===== config.mk =====
export PLATFORM = sky130hd
export DESIGN_NAME = fb_pixel_writer
export DESIGN_NICKNAME = d
export VERILOG_FILES = /design/src/rtl/fb_pixel_writer.sv
export SDC_FILE = /design/constraint.sdc
export NUM_CORES = 1
export LEC_CHECK = 0
export ABC_AREA = 1
export ABC_CLOCK_PERIOD_IN_PS = 6600
export CORE_ASPECT_RATIO = 0.9
export CORE_UTILIZATION = 30
export DETAILED_ROUTE_END_ITERATION = 10
export MAX_ROUTING_LAYER = met4
export PLACE_DENSITY = 0.54
export SYNTH_ARGS = -nofsm -noshare
export SYNTH_HDL_FRONTEND = slang
export SYNTH_SLANG_ARGS = --single-unit

===== constraint.sdc =====
create_clock -name clk -period 6.6 [get_ports clk]
set_clock_uncertainty 0.1 [all_clocks]
set_input_delay 1.32 -clock clk [delete_from_list [all_inputs] [get_ports clk]]
set_output_delay 1.32 -clock clk [all_outputs]
set_load 0.02 [all_outputs]

===== src/rtl/fb_pixel_writer.sv =====
// Pixel FIFO + frame-buffer writer: converts {x,y} to a linear 640x480 address.
// Optional FB_CLIP_EN: off-screen pixels retire without a memory write.
module fb_pixel_writer #(
    parameter int          DEPTH   = 8,
    parameter int          COLOR_W = 8,
    parameter logic [18:0] FB_BASE = 19'd0
) (
    input  logic               clk,
    input  logic               n_rst,
    input  logic               i_pix_valid,
    input  logic [18:0]        i_pix_addr,
    input  logic [COLOR_W-1:0] i_pix_color,
    input  logic               i_pix_last,
    output logic               o_stop,
    output logic               o_mem_req,
    output logic [18:0]        o_mem_addr,
    output logic [COLOR_W-1:0] o_mem_wdata,
    input  logic               i_mem_ack,
    output logic               o_busy,
    output logic               o_prim_done,
    output logic               o_overflow
);

    localparam int AW = $clog2(DEPTH);
    localparam logic [AW:0] L_FULL = (AW+1)'(DEPTH);
    localparam logic [AW:0] L_STOP = (AW+1)'(DEPTH - 2);

    localparam logic [0:0] ST_IDLE = 1'b0;
    localparam logic [0:0] ST_REQ  = 1'b1;

    logic [18:0]        r_q_addr  [DEPTH];
    logic [COLOR_W-1:0] r_q_color [DEPTH];
    logic               r_q_last  [DEPTH];
    logic               r_q_skip  [DEPTH];

    logic [AW-1:0]      r_wr_ptr;
    logic [AW-1:0]      r_rd_ptr;
    logic [AW:0]        r_count;
    logic               r_overflow;
    logic [0:0]         r_state;
    logic [18:0]        r_mem_addr;
    logic [COLOR_W-1:0] r_mem_wdata;
    logic               r_last;
    logic               r_skip_done;

    logic [18:0] w_x;
    logic [18:0] w_y;
    logic [18:0] w_lin;
    logic        w_skip;
    logic        w_empty;
    logic        w_full;
    logic        w_ack;
    logic        w_pop;
    logic        w_push;
    logic        w_drop;
    logic        w_h_skip;
    logic        w_h_last;

    // y*640 = (y<<9) + (y<<7); the sum wraps naturally at 19 bits
    assign w_x   = {9'd0, i_pix_addr[18:9]};
    assign w_y   = {10'd0, i_pix_addr[8:0]};
    assign w_lin = FB_BASE + (w_y << 9) + (w_y << 7) + w_x;

`ifdef FB_CLIP_EN
    assign w_skip = (i_pix_addr[18:9] >= 10'd640) || (i_pix_addr[8:0] >= 9'd480);
`else
    assign w_skip = 1'b0;
`endif

    assign w_empty  = (r_count == '0);
    assign w_full   = (r_count == L_FULL);
    assign w_ack    = (r_state == ST_REQ) && i_mem_ack;
    assign w_pop    = !w_empty && ((r_state == ST_IDLE) || w_ack);
    assign w_push   = i_pix_valid && (!w_full || w_pop);
    assign w_drop   = i_pix_valid && w_full && !w_pop;
    assign w_h_skip = r_q_skip[r_rd_ptr];
    assign w_h_last = r_q_last[r_rd_ptr];

    always_ff @(posedge clk) begin
        if (w_push) begin
            r_q_addr[r_wr_ptr]  <= w_lin;
            r_q_color[r_wr_ptr] <= i_pix_color;
            r_q_last[r_wr_ptr]  <= i_pix_last;
            r_q_skip[r_wr_ptr]  <= w_skip;
        end
    end

    always_ff @(posedge clk) begin
        if (!n_rst) begin
            r_wr_ptr   <= '0;
            r_rd_ptr   <= '0;
            r_count    <= '0;
            r_overflow <= 1'b0;
        end else begin
            if (w_push)
                r_wr_ptr <= r_wr_ptr + 1'b1;
            if (w_pop)
                r_rd_ptr <= r_rd_ptr + 1'b1;
            if (w_push && !w_pop)
                r_count <= r_count + 1'b1;
            else if (!w_push && w_pop)
                r_count <= r_count - 1'b1;
            if (w_drop)
                r_overflow <= 1'b1;
        end
    end

    // Skipped entries retire one cycle after their pop, never colliding with an ack
    always_ff @(posedge clk) begin
        if (!n_rst) begin
            r_state     <= ST_IDLE;
            r_mem_addr  <= '0;
            r_mem_wdata <= '0;
            r_last      <= 1'b0;
            r_skip_done <= 1'b0;
        end else begin
            r_skip_done <= w_pop && w_h_skip && w_h_last;
            unique case (r_state)
                ST_IDLE: begin
                    if (w_pop && !w_h_skip) begin
                        r_state     <= ST_REQ;
                        r_mem_addr  <= r_q_addr[r_rd_ptr];
                        r_mem_wdata <= r_q_color[r_rd_ptr];
                        r_last      <= w_h_last;
                    end
                end
                ST_REQ: begin
                    if (w_ack) begin
                        if (w_pop && !w_h_skip) begin
                            r_mem_addr  <= r_q_addr[r_rd_ptr];
                            r_mem_wdata <= r_q_color[r_rd_ptr];
                            r_last      <= w_h_last;
                        end else begin
                            r_state <= ST_IDLE;
                        end
                    end
                end
                default: r_state <= ST_IDLE;
            endcase
        end
    end

    assign o_stop      = (r_count >= L_STOP);
    assign o_mem_req   = (r_state == ST_REQ);
    assign o_mem_addr  = r_mem_addr;
    assign o_mem_wdata = r_mem_wdata;
    assign o_busy      = !w_empty || (r_state == ST_REQ);
    assign o_prim_done = (w_ack && r_last) || r_skip_done;
    assign o_overflow  = r_overflow;

endmodule

==> out/metrics.csv <==
metric,value,unit
io_pins,64,
post_synth.cell_area_avg,9.495,um2
critPathRequiredTime,5.18,ns
place_congestion,0.7452,
startpoint_type,input pin,
wl,27530,um
yosysSeqAreaShare,63.07,%
dpl.hpwl,14550,um
avgRoutedWirePerCell,14.71,um
start_util,30.43,%
cp_max_fo,2,
htreeDepth,1,
period_needed,4.069,ns
numPortBuffers,63,
die_width,213.1,um
diodes,0,
p_leak,6.198,nW
synth_area_leaders,"edfxtp_1, nand2_1, inv_1",
synth_edf_count,224,
cts_setup_buffers,0,
critPathMaxStageDelay,0.63,ns
synthTopCellsByCount,"nand2_1, inv_1, edfxtp_1",
final_hold_viol_count,0,
critical_path.most_common_cell,clkdlybuf4s50_1,
met1_usage,19.64,%
final.fill_count,3997,
timing.fmax,245.8,MHz
whs_path_depth,2,
grt_pass1_vias,7647,
ys_seq_elements,267,
tightestPinTransition,1.154,ns
drt-pass1-iter-count,7,
fin_crit_sh,61.65,%
synth_fp_nets,1324,
dp_slack,2.368,ns
slew_violations,0,
cts-buffers-inserted,28,
rows,69,
postRouteAntennaNets,0,
ctsResizeCount,0,
finalSetupTns,0,ns
drive_above_1_share,5.149,%
top_usage_layer,met2,
cts.path.max_buffers,3,
core-area,0.03954,mm2
worstSetupEndpointType,output pin,
worstSkewPairLatency,0.55,ns
mappedNetlistArea,0.01203,mm2
synth_top_area_cell,edfxtp_1,
synth_top_area_share,55.91,%
avgViaCountPerCell,4.282,
syn-instance-count,1267,
cts_sinks,267,
rsz0062_at_grt,no,
num_vias,8015,
yosysWarnings,0,
slowest_stage,clkdlybuf4s50_1,
slew_headroom,22.88,%
setup_violations,0,
drc,0,
drt_iter0_drc,642,
antenna_found_initial,0,
grt-ovfl-total,0,
die_y,192.0,um
synth_most_common_cell,nand2_1,
path_class,input pin to output pin,
root_buffer,clkbuf_16,
hold_class,register to register,
grt_util_met3,2.387,%
status,finished clean,
async_flop_share,0,%
use_met2,21.91,%
cap_violations,0,
synth_flop_cell,edfxtp_1,
nets,1377,
yosysUniqueCellTypes,27,
ir_drop,0.2012,mV
cts_tree,built,
power_per_cell_area,367.5,mW/mm2
hold_buffers,0,
grt_first_pass_wirelength,43460,um
die-area,0.04091,mm2
crit_chain,clkdlybuf4s50_1 -> inv_1 -> nor3_1 -> clkdlybuf4s50_1,
syn_to_final_growth,16.66,%
setup_ws,2.531,ns
cp.arrival,2.65,ns
grt.total_usage,14.29,%
ff2ff_path_depth,7,
clkTransAtPathRegs,0.06,ns
grt_max_degree,78,
sequential cells by signal, summed over array words and instances, names as in the netlist, named ones only:
signal	count
r_q_addr	152
r_last	1
o_mem_addr	19
r_count	4
o_overflow	1
r_q_last	8
o_mem_wdata	8
r_rd_ptr	3
r_q_color	64
o_mem_req	1
r_wr_ptr	3
cell families after synthesis:
family	after synthesis	share of synthesized area [%]
AOI/OAI and AO/OA	47	1.997
xor gates and xnor gates	9	0.6553
adders and majority gates	25	2.787
buffers and inverters	342	11.42
DFF	267	63.07
and+or+nand+nor	577	20.07
area by class of cell:
cell class                      instances  area (um2)  area share [%]
Sequential cell                       267        7592           54.10
Multi-Input combinational cell        658        3129           22.30
Inverter                              290        1089           7.756
Clock buffer                           35       757.0           5.394
Timing Repair Buffer                   75       720.7           5.135
Tap cell                              532       665.6           4.743
Clock inverter                         15       81.33          0.5795
power by group:
group          switching, mW  internal, mW
Sequential             0.119          2.01
Combinational           1.06         0.524
Clock                  0.634         0.807
metal layers:
metal | share of wire (%) | up-vias
met5 | 0 | -
met4 | 2.0 | 0
met1 | 49 | 3720
met2 | 44 | 173
li1 | - | 4082
met3 | 5.2 | 40
critical path: cells and delay by family:
kind | cells | cell delay (ns)
buf+inv | 3 | 1.17
simple gates | 1 | 0.16
cell usage in the layout, fill, tap and decap left out, types with 7 or more instances in the layout:
master | Yosys | routed
dfxtp_1 | 43 | 41
nor2_4 | 0 | 8
nand3_1 | 178 | 178
nand2_1 | 363 | 363
clkdlybuf4s50_1 | 0 | 63
xor2_1 | 8 | 8
nor2_1 | 26 | 18
ha_1 | 22 | 22
a21oi_1 | 38 | 38
clkinv_2 | 0 | 7
inv_1 | 287 | 286
clkbuf_16 | 0 | 28
buf_4 | 10 | 12
edfxtp_1 | 224 | 224
path summary, 6_finish.rpt:
check	to	slack [ns]	start
max reg2reg	o_mem_addr[12]	3.77	register
min	o_overflow	0.36	o_overflow
max	o_prim_done	2.53	i_mem_ack
min reg2reg	o_overflow	0.36	o_overflow
metrics by stage:
step           hold slack [ns]  area [um2]  power [mW]  cells  util [%]
2_1_floorplan           0.3627       12030       3.249   1267         -
3_3_place_gp            0.3601       13200       3.735   1822     33.37
3_5_place_dp            0.3531       13200       3.759   1822     33.37
4_1_cts                 0.3699       14030       5.207   1872     35.49
5_1_grt                 0.4300       14030       5.494   1872     35.49
6_report                0.3635       14030       5.158   1872     35.49
(Power assumes the default switching activity.)
